===== src/rtl/spi_alu_pwm.sv =====
// Instruction executor behind the SPI slave: 4-bit ALU with a shift-add multiplier,
// plus a PWM generator whose duty is double-buffered to period boundaries.
module spi_alu_pwm #(
  parameter int unsigned PWM_BITS   = 8,
  parameter int unsigned PWM_DIV    = 1,
  parameter logic [7:0]  RESET_RESP = 8'hFF
) (
  input  logic        clk,
  input  logic        rst,
  input  logic        instr_valid,
  input  logic [10:0] instr,
  output logic        instr_ready,
  output logic [7:0]  resp_data,
  output logic        resp_valid,
  input  logic        resp_ready,
  output logic        busy,
  output logic        overrun,
  output logic        pwm_out
);

  typedef enum logic [1:0] {IDLE, EXEC, MUL, RESP} state_t;
  typedef enum logic [2:0] {
    OP_ADD, OP_SUB, OP_AND, OP_OR, OP_XOR, OP_MUL, OP_SET_DUTY, OP_SOFT_RESET
  } op_t;

  localparam int unsigned       PW        = (PWM_DIV > 1) ? $clog2(PWM_DIV) : 1;
  localparam logic [PW-1:0]     PRESC_MAX = PW'(PWM_DIV - 1);

  state_t              state, state_nxt;
  op_t                 op;
  logic [3:0]          a, b;
  logic [1:0]          bit_idx;
  logic [7:0]          result, alu;
  logic [PWM_BITS-1:0] duty, duty_shadow, cnt;
  logic [PW-1:0]       presc;
  logic                tick, soft_clr;

  assign instr_ready = (state == IDLE);
  assign busy        = (state != IDLE);
  assign resp_valid  = (state == RESP);
  assign resp_data   = result;
  assign tick        = (presc == PRESC_MAX);
  assign soft_clr    = (state == EXEC) && (op == OP_SOFT_RESET);

  always_comb begin
    state_nxt = state;
    case (state)
      IDLE: if (instr_valid) state_nxt = EXEC;
      EXEC: state_nxt = (op == OP_MUL) ? MUL : RESP;
      MUL:  if (bit_idx == 2'd3) state_nxt = RESP;
      RESP: if (resp_ready) state_nxt = IDLE;
      default: state_nxt = IDLE;
    endcase
  end

  always_comb begin
    alu = '0;
    case (op)
      OP_ADD:        alu = {4'b0, a} + {4'b0, b};
      OP_SUB:        alu = {4'b0, a} - {4'b0, b};
      OP_AND:        alu = {4'b0, a & b};
      OP_OR:         alu = {4'b0, a | b};
      OP_XOR:        alu = {4'b0, a ^ b};
      OP_SET_DUTY:   alu = {a, b};
      OP_SOFT_RESET: alu = RESET_RESP;
      default:       alu = '0;
    endcase
  end

  always_ff @(posedge clk or negedge rst) begin
    if (!rst) begin
      state   <= IDLE;
      op      <= OP_ADD;
      a       <= '0;
      b       <= '0;
      bit_idx <= '0;
      result  <= '0;
      overrun <= 1'b0;
      duty    <= '0;
    end else begin
      state <= state_nxt;
      if (state == IDLE && instr_valid) begin
        op <= op_t'(instr[10:8]);
        a  <= instr[7:4];
        b  <= instr[3:0];
      end
      if (state == EXEC) begin
        bit_idx <= '0;
        result  <= (op == OP_MUL) ? '0 : alu;
        if (op == OP_SET_DUTY)   duty <= PWM_BITS'({a, b});
        if (op == OP_SOFT_RESET) duty <= '0;
      end
      if (state == MUL) begin
        bit_idx <= bit_idx + 2'd1;
        if (b[bit_idx]) result <= result + ({4'b0, a} << bit_idx);
      end
      // Soft reset clear takes priority over a same-edge overrun set.
      if (soft_clr)                       overrun <= 1'b0;
      else if (instr_valid && !instr_ready) overrun <= 1'b1;
    end
  end

  always_ff @(posedge clk or negedge rst) begin
    if (!rst) begin
      presc       <= '0;
      cnt         <= '0;
      duty_shadow <= '0;
      pwm_out     <= 1'b0;
    end else begin
      presc <= tick ? '0 : presc + 1'b1;
      if (tick) begin
        cnt <= cnt + 1'b1;
        // Shadow reloads only as the counter wraps, so each period uses one duty.
        if (cnt == '1) duty_shadow <= duty;
      end
      if (soft_clr) duty_shadow <= '0;
      pwm_out <= (cnt < duty_shadow);
    end
  end

endmodule


===== config.mk =====
export PLATFORM = sky130hd
export DESIGN_NAME = spi_alu_pwm
export DESIGN_NICKNAME = d
export VERILOG_FILES = /design/src/rtl/spi_alu_pwm.sv
export SDC_FILE = /design/constraint.sdc
export NUM_CORES = 1
export LEC_CHECK = 0
export BUFFER_PORTS_ARGS = -buffer_cell sky130_fd_sc_hd__buf_2
export CORE_MARGIN = 1
export CORE_UTILIZATION = 60
export CTS_CLUSTER_SIZE = 8
export DETAILED_ROUTE_END_ITERATION = 6
export PLACE_DENSITY_LB_ADDON = 0.2
export SYNTH_ARGS = -nofsm -noshare
export SYNTH_HDL_FRONTEND = slang
export SYNTH_SLANG_ARGS = --single-unit

===== constraint.sdc =====
create_clock -name clk -period 4.93 [get_ports clk]
set_input_delay 0.493 -clock clk [delete_from_list [all_inputs] [get_ports clk]]
set_output_delay 0.493 -clock clk [all_outputs]
set_load 0.01 [all_outputs]

Word-level counts from Yosys, hierarchy flattened:

Cells that the tools add are included.

* bits of input ports: 15
* output and inout bits: 13
* logic and storage cells: 76
* register bits after elaboration: 50

* shift-type cells: 1
* eq/ne operators: 16
* bitwise gates (word level): 3
* $lt $le $gt $ge: 2
* add/subtract/negate cells: 6
* multiplexer cells: 22
* reductions and logical operators: 14

Operators with widths (count)
* $mux 8: 9
* $pmux 8 s7: 1
* $eq 3x3->1 const B: 4
* $mux 2: 5
* $reduce_bool 2->1: 5
* $add 8x1->8 const B: 1
* $add 8x8->8: 1
* $eq 8x8->1 const B: 1
* $lt 8x8->1: 1
* $pmux 2 s4: 1
* $shl 4x2->8: 1
* $eq 2x2->1 const B: 3
* $eq 3x2->1 const B: 2
* $add 4x4->5: 1
* $mux 1: 5
* $sub 4x4->5: 1
* $and 4x4->4: 1
* $ne 2x1->1 const B: 2
* $ne 2x2->1 const B: 2
* $or 4x4->4: 1
* $reduce_and 2->1: 2
* $xor 4x4->4: 1
* $eq 3x1->1 const B: 1
* $logic_and 1x1->1: 3
* 9 further kinds: 9

Depth between registers and ports, before layout:

Gate-level depths: netlist of run 1.

* depth in word-level cells: 6
* mapped depth: 10
* gate-level depth less buffers: 10

Worst setup path before layout of run 1:

OpenSTA, ideal clock, no wires.

* path type: flip-flop to flip-flop
* start: register a[0]
* end: register result[4] (netlist: resp_data[4])
* data arrival time: 2.010 ns
* setup time: 0.130 ns
* stages on the path, launching flop included: 9
* path buffers: 0
* path slack: 2.789 ns
* path through: dfrtp_1 -> inv_1 -> ha_1 -> fa_1 -> o21ba_1 -> o2111ai_1 -> o211ai_1 -> a221oi_1 -> a21oi_1

* cells in the longest elaborated chain, start to end: 6

Ends and longest elaborated chain
* start, declared: RTL line 31 `logic [3:0] a, b;`
* start signal, assigned: RTL line 84 `a <= instr[7:4];`
* $sub 4x4->5 or $add 4x4->5 (tied branches): RTL line 60, 59
* $pmux 8 s7: RTL line 58 `case (op)`
* $mux 8: RTL line 89 `result <= (op == OP_MUL) ? '0 : alu;`
* $mux 8: RTL line 87 `if (state == EXEC) begin`
* $mux 8: RTL line 95 `if (b[bit_idx]) result <= result + ({4'b0, a} << bit_idx);`
* $mux 8 (*): RTL line 93 `if (state == MUL) begin`
* end signal, assigned: RTL line 89
* end signal, assigned: RTL line 95
* end, declared: RTL line 33 `logic [7:0] result, alu;`

Every way passes the cells marked *; elsewhere a longest branch is shown, timed or not.
A chain may end at the register's enable or synchronous reset.

Final worst setup path of run 1:

* start: register a[1]
* end: register result[4] (netlist: resp_data[4])

Same word-level chain as after synthesis.

==> results of run 1 <==
synth_stat cells, drive strengths merged, types with 3 or more instances:
library cell / number / share of area
o221ai: 3 / 0.0083
a221oi: 3 / 0.0083
o211ai: 4 / 0.0094
clkbuf: 8 / 0.0094
inv: 31 / 0.037
a21oi: 23 / 0.036
nor2b: 7 / 0.014
a31oi: 4 / 0.0079
nor3: 4 / 0.0063
nand3: 13 / 0.020
o21ai: 27 / 0.042
mux2i: 13 / 0.041
nand2: 34 / 0.041
or2: 3 / 0.0059
xor2: 8 / 0.022
a21o: 5 / 0.012
dfrtp: 49 / 0.39
ha: 32 / 0.13
xnor2: 5 / 0.014
mux2: 12 / 0.042
nor2: 19 / 0.022
buf: 3 / 0.0086
fa: 3 / 0.019
layout make-up:
type / instances / area share
multi-input cells: 245 / 0.5141
clock buffers: 6 / 0.02094
repair buffers: 28 / 0.04116
clock inverters: 2 / 0.01119
inverters: 31 / 0.03357
well taps: 70 / 0.02527
flip-flops and latches: 49 / 0.3538
final timing paths:
path                                startpoint                     end  slack (ps)  cells past startpoint
setup reg to reg              a[1]$_DFFE_PN0P_  resp_data[4]$_DFF_PN0_        2540                      7
setup / recovery              a[1]$_DFFE_PN0P_  resp_data[4]$_DFF_PN0_        2540                      7
min in group clk                      instr[9]       op[1]$_DFFE_PN0P_         400                      2
hold / removal                             rst        cnt[0]$_DFF_PN0_         280                      2
max in group asynchronous                  rst  resp_data[2]$_DFF_PN0_        4220                      2
hold reg to reg            duty[0]$_DFFE_PN0P_     duty[0]$_DFFE_PN0P_         490                      2
routing by layer:
metal	track usage	part of all wire	vias to the layer above
li1	-	-	1222
met5	0	0	-
met3	0.06426	0.051	11
met2	0.4344	0.46	77
met4	0.08386	0.013	0
met1	0.3768	0.47	1199
placed cells by master, fill, tap and decap left out, types with 4 or more instances in the layout:
cell,instances
nand2_1,33
a31oi_1,4
nor2_1,19
mux2_2,12
a21o_1,5
mux2i_1,13
nand3_1,13
a21oi_1,23
xor2_1,8
ha_1,32
nor3_1,4
nor2b_1,7
o21ai_1,8
dfrtp_1,49
clkbuf_8,5
o21ai_0,19
buf_2,27
o211ai_1,4
inv_1,31
xnor2_1,5
flip-flops by register name (all words and copies together), names as in the netlist:
| name | flops |
|---|---|
| cnt | 8 |
| duty | 8 |
| duty_shadow | 8 |
| resp_data | 8 |
| a | 4 |
| b | 4 |
| op | 3 |
| bit_idx | 2 |
| state | 2 |
| overrun | 1 |
| pwm_out | 1 |
kinds of logic (layout without fill, tap and decap cells):
| kind of cell | count (synthesis) | count (layout) | share of synthesized area |
|---|---|---|---|
| fa+ha+maj | 35 | 35 | 0.1447 |
| mux | 26 | 26 | 0.09044 |
| simple gates | 91 | 91 | 0.1337 |
| buf+inv | 42 | 67 | 0.05466 |
| compound gates | 80 | 80 | 0.1553 |
| xor+xnor | 13 | 13 | 0.03578 |
| flops | 49 | 49 | 0.3854 |
power by group through the flow:
stage | clock network [mW] | registers, mW | logic (mW)
finish | 0.296 | 0.723 | 1.21
global route | 0.315 | 0.747 | 1.36
CTS | 0.299 | 0.720 | 1.21
detailed placement | 0 | 0.727 | 1.19
global placement | 0 | 0.719 | 1.18
floorplan | 0 | 0.651 | 0.952
stage by stage:
step | cell area (um2) | hold WS, ps | worst slack (ps)
detailed placement | 3354 | 479.5 | 2581
global placement | 3354 | 467.7 | 2673
CTS | 3466 | 306.6 | 2554
global route | 3466 | 326.2 | 2238
floorplan | 3182 | 197.4 | 2789
finish | 3466 | 281.8 | 2540
critical path, delay by kind of cell, from the launching register on:
kind	cells	cell delay [ps]
flops	1	590
fa+ha+maj	1	470
compound gates	5	1050
buf+inv	1	150
==> flow_summary.toml, run 1 <==
[pwr]
swShare = 0.4590
p_int_mw = 1.206
pwr-share-seq = 0.324
power.switching_mw = 1.023
leakage_nw = 1.648
vdd_drop_max_uv = 456.8
clkPwrFrac = 0.133
power.total_mw = 2.229
pwr-share-comb = 0.543
p_per_area_nw_per_um2 = 643.2

[clock_network]
cts_resized = 0
cts_root_buf = "clkbuf_8"
clockBufferDepth = 2
insertion_delay_ps = 310
clock-sinks = 49
hold_buffers = 0
cts_tree = "yes"
h-tree-depth = 2
cts_inserted_buffers = 5
post_cts_buffers = 0
clk_pin_slew_ps = 100

[timing]
relSlewSlack = 0.5788
grt_setup_unrepaired = "false"
tns_ps = 0
worst_pin_slew_ps = 631.8
min_period_ps = 2390
hold_viol = 0
max_freq_mhz = 418.4
final_max_slew_viol_count = 0
fin_skew_ps = 8.837
period_share = 0.4848
setup_violations = 0

[synth]
synthCells = 336
synth_cell_type_count = 47
syn-mean-instance-area_um2 = 9.470
synth_edf_count = 0
syn_nets = 386
synthesis.area_um2 = 3182
synth_seq_cells = 49
ys_seq_area_frac = 0.3854
yosys_warnings = 0
synthArstFlopShare = 1.000
yosys_most_used_dff = "dfrtp_1"

[worst_setup_path]
cp_slowest_cell = "dfrtp_1"
crit_type = "reg2reg"
cp.arrival_ps = 2580
crit_required_ps = 5120
start_kind = "flop"
cp_slowest_stage_delay_ps = 590
worst-path-max-fanout = 10
crit_path_end_kind = "flop"
worstPathCellList = "inv_1 -> fa_1 -> o21ba_1 -> o2111ai_1 -> o211ai_1 -> a221oi_1 -> a21oi_1"

[place]
place_inst = 423
dp_hpwl_um = 5168
place.gp.congestion = 0.8898
numPortBuffers = 27

[floorplan]
initial_core_util = 0.6230
rows = 26
die_w_um = 74.82
core-area_um2 = 5107
pin_count = 28
die_area_um2 = 5598
die_h_um = 74.82

[final_layout]
final-instance-count-excl-fill = 431
antenna_cells = 0
fillers = 433
seqCellArea_um2 = 1226
post-route-util = 0.6786
areaGrowthSynthToFinish_pct = 8.926
drive_above_1_share = 0.1496
final_nets = 410
multiInputGateArea_um2 = 1782

[grt]
grt_max_degree = 50
grt_usage = 0.2744
grt_overflow = 0
grt_pass1_wl_um = 11170
grt_pass1_vias = 2358
antenna_found_initial = 0

[route]
postRouteAntennaNets = 0
totalWireLength_um = 6859
initialDrtViolationCount = 156
vias_per_cell = 5.821
via_count = 2509
drtPass1Iterations = 4
wl_per_cell_um = 15.91
drc_errors = 0

[run]
maxCapViolCount = 0

[min_path]
min_path_type = "in2async"

[outcome]
status = "complete, no violations"
Power figures use the tool's default switching activity.
==> run 2, diff against run 1 <==
ABC_AREA = 1   (was unset)
CORE_UTILIZATION = 54   (was 60)
clock period = 2.16 ns   (was 4.93 ns; I/O delays follow)
==> flow_summary.toml, run 2 <==
[timing]
final_max_slew_viol_count = 0
min_period_ps = 2034
relSlewSlack = 0.5684
worst_pin_slew_ps = 647.4
hold_viol = 0
period_share = 0.9416
max_freq_mhz = 491.7
fin_skew_ps = 3.213
setup_violations = 0
finalWorstSetupSlack_ps = 126.2

[pwr]
leakage_nw = 1.883
power.total_mw = 5.600
p_per_area_nw_per_um2 = 1549
vdd_drop_max_uv = 738.5

[place]
place_inst = 509
dp_hpwl_um = 5643
dp_slack_ps = 30.21
placed_area_um2 = 3447
numPortBuffers = 27
place.gp.congestion = 0.9341

[synth]
synth_most_common_cell = "nand2_1"
synthCells = 410
synth_seq_cells = 49
yosys_most_used_dff = "dfrtp_1"
syn-mean-instance-area_um2 = 7.828
netlist_top_cells_area = "dfrtp_1, ha_1, nand2_1"
synthTopCellsByCount = "nand2_1, inv_1, dfrtp_1"
synth_cell_type_count = 30
synth_top_cell_area_share = 0.3821
yosysTopAreaCell = "dfrtp_1"
synth_edf_count = 0
synthesis.area_um2 = 3209
ys_seq_area_frac = 0.3821
synthArstFlopShare = 1.000
yosys_warnings = 0
syn_nets = 460

[clock_network]
cts_tree = "yes"
cts_root_buf = "clkbuf_8"
clockBufferDepth = 2
clock-sinks = 49
h-tree-depth = 2
clk_pin_slew_ps = 100
cts_inserted_buffers = 5
insertion_delay_ps = 310

[route]
initialDrtViolationCount = 127
wl_per_cell_um = 14.50
drtPass1Iterations = 4
via_count = 2843
totalWireLength_um = 7571
drc_errors = 0
vias_per_cell = 5.446
postRouteAntennaNets = 0

[final_layout]
final_nets = 499
areaGrowthSynthToFinish_pct = 12.67
drive_above_1_share = 0.1422
fillers = 535
final-instance-count-excl-fill = 522
layout_common_cells = "nand2_1, inv_1, nor2_1, dfrtp_1, nand3_1"
design_area_um2 = 3616
antenna_cells = 0
final_common_cell = "nand2_1"
post-route-util = 0.6448

[grt]
antenna_found_initial = 0
grt_usage = 0.2633
grt_overflow = 0
grt_pass1_vias = 2700
grt_pass1_wl_um = 12680
grt_max_degree = 31

[worst_setup_path]
crit_type = "reg2reg"
crit_required_ps = 2380
cp.arrival_ps = 2250
crit_path_end_kind = "flop"
start_kind = "flop"
worst-path-max-fanout = 6

[floorplan]
die_h_um = 79.09
rows = 27
die_area_um2 = 6255
initial_core_util = 0.5723
pin_count = 28
die_w_um = 79.09
core-area_um2 = 5608

[outcome]
status = "complete, no violations"

[run]
maxCapViolCount = 0

[min_path]
min_path_type = "in2reg"
==> run 2: cell types whose count changed in the layout (fill, tap and decap cells not counted), sizes merged, moves of 9 or more <==
cell / delta
nand3: +23
nand2: +34
inv: +30
mux2i: -12
nor2: +29
mux2: -12
a21oi: +9
buf: +12
==> run 2: what timing repair did <==
item	in CTS	in global routing
pin swaps	0	4
endpoints found under the setup margin	1	5
resized for setup	1	18
setup buffers	0	4
hold endpoints to repair	28	0
hold buffers	1	0
==> run 2: logic make-up after synthesis <==
group	after synthesis	share of synthesized area
XOR/XNOR	9	0.02456
buffers and inverters	70	0.08850
AO/OA/AOI/OAI	83	0.1443
AND/OR/NAND/NOR	163	0.2140
adder cells (fa/ha/maj)	35	0.1435
multiplexers	1	0.003119
flip-flops	49	0.3821
==> run 2: worst paths after layout <==
path | cells after the start | end | start | slack [ps]
max in group asynchronous | 3 | a[1]$_DFFE_PN0P_ | rst | 1100
max reg2reg | 13 | resp_data[5]$_DFF_PN0_ | bit_idx[0]$_DFFE_PN0P_ | 130
min reg2reg | 1 | cnt[0]$_DFF_PN0_ | cnt[0]$_DFF_PN0_ | 480
max | 13 | resp_data[5]$_DFF_PN0_ | bit_idx[0]$_DFFE_PN0P_ | 130
min in group asynchronous | 2 | pwm_out$_DFF_PN0_ | rst | 450
min | 3 | op[0]$_DFFE_PN0P_ | instr[8] | 140
==> run 2: metal layers <==
metal / part of all wire / vias to the layer above / track usage
li1: - / 1417 / -
met5: 0 / - / 0
met2: 0.46 / 88 / 0.4284
met1: 0.48 / 1320 / 0.3635
met3: 0.043 / 18 / 0.04253
met4: 0.019 / 0 / 0.06909
==> run 2: critical path: stages, from the launching register on <==
cell	delay (ps)
dfrtp_2	450
buf_4	180
inv_4	80
nand3_1	60
o21ai_1	100
ha_1	330
a21oi_2	200
nand2_1	120
a21oi_2	150
nor2_1	50
nor2_1	80
nand2_1	60
nand2_1	60
inv_1	30
==> run 2: final cells by class <==
cell class / instances / area (um2) / share of cell area
clock buffer: 6 / 82.58 / 0.02284
clock inverter: 2 / 16.27 / 0.004498
inverter: 61 / 231.5 / 0.06401
multi-input combinational: 291 / 1724 / 0.4768
sequential: 49 / 1229 / 0.3398
tap: 72 / 90.09 / 0.02491
timing repair buffer: 41 / 242.7 / 0.06713
==> run 2: metrics by stage <==
| stage | hold slack, ps | TNS [ps] |
|---|---|---|
| 3_3_place_gp | 280.1 | 0 |
| 3_5_place_dp | 288.9 | 0 |
| 5_1_grt | 150.4 | -30.74 |
| 2_1_floorplan | -79.59 | 0 |
| 6_report | 143.1 | 0 |
| 4_1_cts | 138.8 | 0 |
==> run 2: where the power goes <==
group,internal [mW],switching (mW)
logic,1.33,2.15
registers,1.21,0.304
clock network,0.265,0.342
total,2.80,2.80
